## src/rtl/ahci_slot_fsm.sv

```systemverilog
// AHCI command-slot issue FSM: tracks pending PxCI slots, issues one at a time, writes PxCI back.
// Define AHCI_SLOT_RR_EN for round-robin slot selection; default picks the lowest pending slot.
module ahci_slot_fsm #(
    parameter int unsigned NUM_SLOTS = 32,
    parameter int unsigned ADDRESS_BITS = 10,
    parameter logic [ADDRESS_BITS-1:0] PXCI_ADDR = 'h4e
) (
    input  logic                    mclk,
    input  logic                    hba_rst_n,
    input  logic [ADDRESS_BITS-1:0] soft_write_addr,
    input  logic [31:0]             soft_write_data,
    input  logic                    soft_write_en,
    input  logic                    st,
    input  logic                    phy_ready,
    input  logic                    done,
    input  logic                    cmd_err,
    output logic                    fetch_cmd,
    output logic [4:0]              cmd_slot,
    output logic                    cmd_abort,
    output logic                    slot_done,
    output logic                    err_halt,
    output logic [NUM_SLOTS-1:0]    ci,
    output logic [ADDRESS_BITS-1:0] regs_addr,
    output logic                    regs_we,
    output logic [31:0]             regs_din
);

    typedef enum logic [1:0] {StIdle, StBusy, StWb, StErr} state_e;

    state_e                  state_q, state_d;
    logic [NUM_SLOTS-1:0]    ci_q, ci_d;
    logic [4:0]              cmd_slot_q, cmd_slot_d;
    logic                    fetch_q, fetch_d;
    logic                    abort_q, abort_d;
    logic                    slot_done_q, slot_done_d;
    logic                    err_halt_q, err_halt_d;
    logic                    regs_we_q, regs_we_d;
    logic [ADDRESS_BITS-1:0] regs_addr_q, regs_addr_d;
    logic [31:0]             regs_din_q, regs_din_d;

    logic [NUM_SLOTS-1:0]    set_mask, clr_mask;
    logic [4:0]              sel_slot;

    always_comb begin
        set_mask = '0;
        if (soft_write_en && st && soft_write_addr == PXCI_ADDR) begin
            set_mask = soft_write_data[NUM_SLOTS-1:0];
        end
        for (int i = 0; i < NUM_SLOTS; i++) begin
            clr_mask[i] = (cmd_slot_q == 5'(i));
        end
    end

`ifdef AHCI_SLOT_RR_EN
    logic [4:0] rr_q, rr_d;

    // Pick the pending slot with the smallest forward distance from the pointer.
    always_comb begin
        int best;
        int dist;
        best     = NUM_SLOTS + 1;
        dist     = 0;
        sel_slot = '0;
        for (int i = 0; i < NUM_SLOTS; i++) begin
            dist = (i > int'(rr_q)) ? i - int'(rr_q) : i + NUM_SLOTS - int'(rr_q);
            if (ci_q[i] && dist < best) begin
                best     = dist;
                sel_slot = 5'(i);
            end
        end
    end
`else
    always_comb begin
        sel_slot = '0;
        for (int i = NUM_SLOTS - 1; i >= 0; i--) begin
            if (ci_q[i]) sel_slot = 5'(i);
        end
    end
`endif

    always_comb begin
        state_d     = state_q;
        ci_d        = ci_q | set_mask;
        cmd_slot_d  = cmd_slot_q;
        fetch_d     = 1'b0;
        abort_d     = 1'b0;
        slot_done_d = 1'b0;
        err_halt_d  = err_halt_q;
        regs_we_d   = 1'b0;
        regs_addr_d = regs_addr_q;
        regs_din_d  = regs_din_q;
`ifdef AHCI_SLOT_RR_EN
        rr_d        = rr_q;
`endif
        unique case (state_q)
            StIdle: begin
                if (st && phy_ready && (|ci_q)) begin
                    cmd_slot_d = sel_slot;
                    fetch_d    = 1'b1;
                    state_d    = StBusy;
`ifdef AHCI_SLOT_RR_EN
                    rr_d       = sel_slot;
`endif
                end
            end
            StBusy: begin
                // Stop wins over a completion arriving on the same edge.
                if (!st) begin
                    ci_d       = '0;
                    abort_d    = 1'b1;
                    err_halt_d = 1'b0;
                    state_d    = StWb;
                end else if (done && !cmd_err) begin
                    ci_d        = (ci_q & ~clr_mask) | set_mask;
                    slot_done_d = 1'b1;
                    state_d     = StWb;
                end else if (done || !phy_ready) begin
                    err_halt_d = 1'b1;
                    state_d    = StErr;
                end
            end
            StErr: begin
                if (!st) begin
                    ci_d       = '0;
                    err_halt_d = 1'b0;
                    state_d    = StWb;
                end
            end
            StWb: begin
                state_d = StIdle;
            end
            default: state_d = StIdle;
        endcase
        if (state_d == StWb) begin
            regs_we_d   = 1'b1;
            regs_addr_d = PXCI_ADDR;
            regs_din_d  = 32'(ci_d);
        end
    end

    always_ff @(posedge mclk or negedge hba_rst_n) begin
        if (!hba_rst_n) begin
            state_q     <= StIdle;
            ci_q        <= '0;
            cmd_slot_q  <= '0;
            fetch_q     <= 1'b0;
            abort_q     <= 1'b0;
            slot_done_q <= 1'b0;
            err_halt_q  <= 1'b0;
            regs_we_q   <= 1'b0;
            regs_addr_q <= '0;
            regs_din_q  <= '0;
`ifdef AHCI_SLOT_RR_EN
            rr_q        <= 5'(NUM_SLOTS - 1);
`endif
        end else begin
            state_q     <= state_d;
            ci_q        <= ci_d;
            cmd_slot_q  <= cmd_slot_d;
            fetch_q     <= fetch_d;
            abort_q     <= abort_d;
            slot_done_q <= slot_done_d;
            err_halt_q  <= err_halt_d;
            regs_we_q   <= regs_we_d;
            regs_addr_q <= regs_addr_d;
            regs_din_q  <= regs_din_d;
`ifdef AHCI_SLOT_RR_EN
            rr_q        <= rr_d;
`endif
        end
    end

    assign fetch_cmd = fetch_q;
    assign cmd_slot  = cmd_slot_q;
    assign cmd_abort = abort_q;
    assign slot_done = slot_done_q;
    assign err_halt  = err_halt_q;
    assign ci        = ci_q;
    assign regs_we   = regs_we_q;
    assign regs_addr = regs_addr_q;
    assign regs_din  = regs_din_q;

endmodule

```

## config.mk

```make
export PLATFORM = sky130hd
export DESIGN_NAME = ahci_slot_fsm
export DESIGN_NICKNAME = d
export VERILOG_FILES = /design/src/rtl/ahci_slot_fsm.sv
export SDC_FILE = /design/constraint.sdc
export NUM_CORES = 1
export LEC_CHECK = 0
export ABC_AREA = 1
export BUFFER_PORTS_ARGS = -buffer_cell sky130_fd_sc_hd__buf_2
export CAP_MARGIN = 20
export CELL_PAD_IN_SITES_DETAIL_PLACEMENT = 0
export CELL_PAD_IN_SITES_GLOBAL_PLACEMENT = 1
export CORE_MARGIN = 4
export CORE_UTILIZATION = 35
export CTS_CLUSTER_DIAMETER = 80
export DETAILED_ROUTE_END_ITERATION = 6
export GPL_ROUTABILITY_DRIVEN = 0
export PLACE_DENSITY = 0.85
export SYNTH_ARGS = -nofsm -noshare
export SYNTH_HDL_FRONTEND = slang
export SYNTH_SLANG_ARGS = --single-unit
```

## constraint.sdc

```tcl
create_clock -name mclk -period 2.1 [get_ports mclk]
set_input_delay 0.105 -clock mclk [delete_from_list [all_inputs] [get_ports mclk]]
set_output_delay 0.105 -clock mclk [all_outputs]
set_load 0.03 [all_outputs]
```

==> flow_metrics.tcl <==
set metrics [dict create \
    run_status "finished clean" \
    overflow 0 \
    crit_path_start "ci[31]$_DFF_PN0_" \
    p_int_mw 2.49 \
    initial_core_util 0.360 \
    ys_types 30 \
    seq_area_frac_synth 0.517 \
    final.setup.tns_ps 0 \
    die_w_um 111 \
    grt_pass1_vias 3733 \
    cts_buffer_depth 2 \
    crit_path_end_kind "flop" \
    regArea_um2 1930 \
    p_sw_mw 1.33 \
    relSlewSlack 0.663 \
    postCtsSetupRepairBufs 0 \
    postLayoutSetupSlackWorst_ps 14.1 \
    cts_buffers 9 \
    clkPwrFrac 0.330 \
    synth_area_per_cell_um2 7.78 \
    use_met2 0.310 \
    swShare 0.347 \
    hold_path_class "primary input to flop" \
    cpMostUsedCell "nand2_1" \
    drive_gt1_frac 0.275 \
    fmax_mhz 479 \
    cp-start-kind "flop" \
    fin_crit_ps 2090 \
    synth_top_area_share 0.517 \
    peakVddDrop_uv 462 \
    met3_usage 0.0426 \
    nFillCells 1045 \
    antenna_found_initial 0 \
    drv_slew 0 \
    busiest_layer "met2" \
    r2r_start "ci[31]$_DFF_PN0_" \
    yosys_warnings 0 \
    crit_fanout 4 \
    post-route-period-util 0.993 \
    io_buffers 126 \
    drv_cap 0 \
    final_nets 672 \
    tritoncts "built" \
    synth_area_um2 3730 \
    cts.clk_slew.worst_paths_ps 80 \
    core_area_um2 10400 \
    htree_levels 3 \
    rows 37 \
    multi_input_area_um2 1460 \
    wirelength_um 11400 \
    leakagePower_nw 2.77 \
    met1_usage 0.244 \
    synthTopCellsByArea "dfrtp_1 (52%), nand2_1 (19%), a21oi_1 (4.7%)" \
    total_power_mw 3.82 \
    cts_num_sinks 77 \
    worstSkewPairLatency_ps 360 \
    cp_slowest_stage_delay_ps 410 \
    vias 3612 \
    diodes 0 \
    p_per_area_nw_per_um2 786 \
    cp_data_arrival_time_ps 2340 \
    die_area_um2 12400 \
    tightest_slew_ps 502 \
    place_hpwl_um 8800 \
    slowest_stage "dfrtp_1" \
    cts_root_buf "clkbuf_8" \
    drtIter0Drc 232 \
    setup_viol 0 \
    dpl_cell_area_um2 4540 \
    criticalPathCategory "flop to flop" \
    crit_required_ps 2350 \
    finish.instance_area_um2 4860 \
    grt_max_degree 45 \
    final-hold-violation-count 0 \
    antenna_left 0 \
    syn_inst 479 \
    die_h_um 111 \
    grt_pass1_wl_um 18800 \
    drc 0 \
    wl_per_cell_um 14.9 \
    vias_per_cell 4.73 \
    pwr-share-comb 0.236 \
    skew_ps 6.14 \
    seq_power_share 0.433 \
    preCtsSetupSlack_ps 45.8 \
    dr.pass1.iters 4 \
    ys_ff_latch 77 \
    areaGrowthSynthToFinish_pct 30.3 \
    rsz0062_at_grt "true" \
    ios 133 \
    grt.total_usage 0.190 \
    fin_util 0.469 \
    hp-start "soft_write_data[24]" \
    synth_top_cell_by_area "dfrtp_1" \
]
[cells in the mapped netlist]
master	n
nand2_1	193
dfrtp_1	77
inv_1	44
a21oi_1	35
o21ai_0	32
nor2_1	28
nand3_1	13
buf_4	9
inv_2	7
buf_6	6
nand4_1	6
clkbuf_1	5
o21ai_1	5
buf_2	3
clkinv_1	1
conb_1	1
inv_4	1
nand2_2	1
nand3b_1	1
nor2_8	1
nor3_1	1
nor3_2	1
nor4_2	1
o211ai_4	1
o22ai_1	1
o311ai_1	1
o31ai_1	1
o41ai_2	1
or2_1	1
or4_1	1
[path summary, 6_finish.rpt]
kind | end | slack [ps] | depth (start not counted)
max | cmd_slot[0]$_DFFE_PN0P_ | 10 | 32
min | ci[24]$_DFF_PN0_ | 10 | 3
max reg2reg | cmd_slot[0]$_DFFE_PN0P_ | 10 | 32
min reg2reg | regs_din[13]$_DFFE_PN0P_ | 470 | 2
max in group asynchronous | ci[20]$_DFF_PN0_ | 1280 | 3
min in group asynchronous | regs_din[12]$_DFFE_PN0P_ | 230 | 2
[logic make-up after synthesis]
family	count (synthesis)	share of synthesized area
DFF	77	0.517
AOI/OAI and AO/OA	77	0.113
other	1	0.00101
buffers and inverters	76	0.0993
and+or+nand+nor	248	0.270
[routing by layer]
layer,wire [um],part of all wire,vias to the layer above
met2,5410,0.47,122
met3,689,0.061,22
met5,0,0,-
li1,-,-,1776
met4,308,0.027,0
met1,4980,0.44,1692
[sequential cells by signal, indices dropped and copies added (netlist names)]
name       cells
cmd_slot       5
slot_done      1
cmd_abort      1
regs_addr      1
ci            32
regs_din      32
regs_we        1
state_q        2
fetch_cmd      1
err_halt       1
[cell type report]
cell class | instances | area share
flip-flops and latches | 77 | 0.397
inverters | 53 | 0.0420
repair buffers | 151 | 0.180
well taps | 136 | 0.0350
clock buffers | 9 | 0.0255
multi-input cells | 331 | 0.300
clock inverters | 7 | 0.0203
[power by group through the flow]
stage	sequential [mW]	combinational [mW]	clock (mW)
after global routing	1.67	0.987	1.37
after CTS	1.65	0.903	1.29
after detailed placement	1.68	0.888	0
after floorplan	1.83	0.467	0
after global placement	1.68	0.884	0
final	1.66	0.902	1.26
[through the flow]
stage	std cells	hold slack [ps]
6_report	764	10.5
3_3_place_gp	739	93.0
5_1_grt	764	15.0
2_1_floorplan	484	-191
3_5_place_dp	739	91.8
4_1_cts	764	0.499
[timing repair]
action,in CTS,in global routing
hold buffers,9,0
hold endpoints to repair,41,0
endpoints found under the setup margin,0,34
gates resized for setup,0,3
[critical path: cells and delay by family, from the launching register on]
kind	cells	cell delay, ps
AND/OR/NAND/NOR	32	1550
flip-flops	1	410
[cells in the final DEF (no fill, tap or decap), types with 2 or more instances in the layout]
cell / instances
nand2_1: 193
buf_2: 125
dfrtp_1: 77
inv_1: 44
a21oi_1: 35
o21ai_0: 32
nor2_1: 27
nand3_1: 13
buf_4: 13
clkbuf_8: 9
dlygate4sd3_1: 9
inv_2: 7
nand4_1: 6
conb_1: 6
o21ai_1: 5
inv_6: 2
clkinv_4: 2
bufinv_16: 2
buf_6: 2
buf_12: 2
Power figures use the tool's default switching activity.
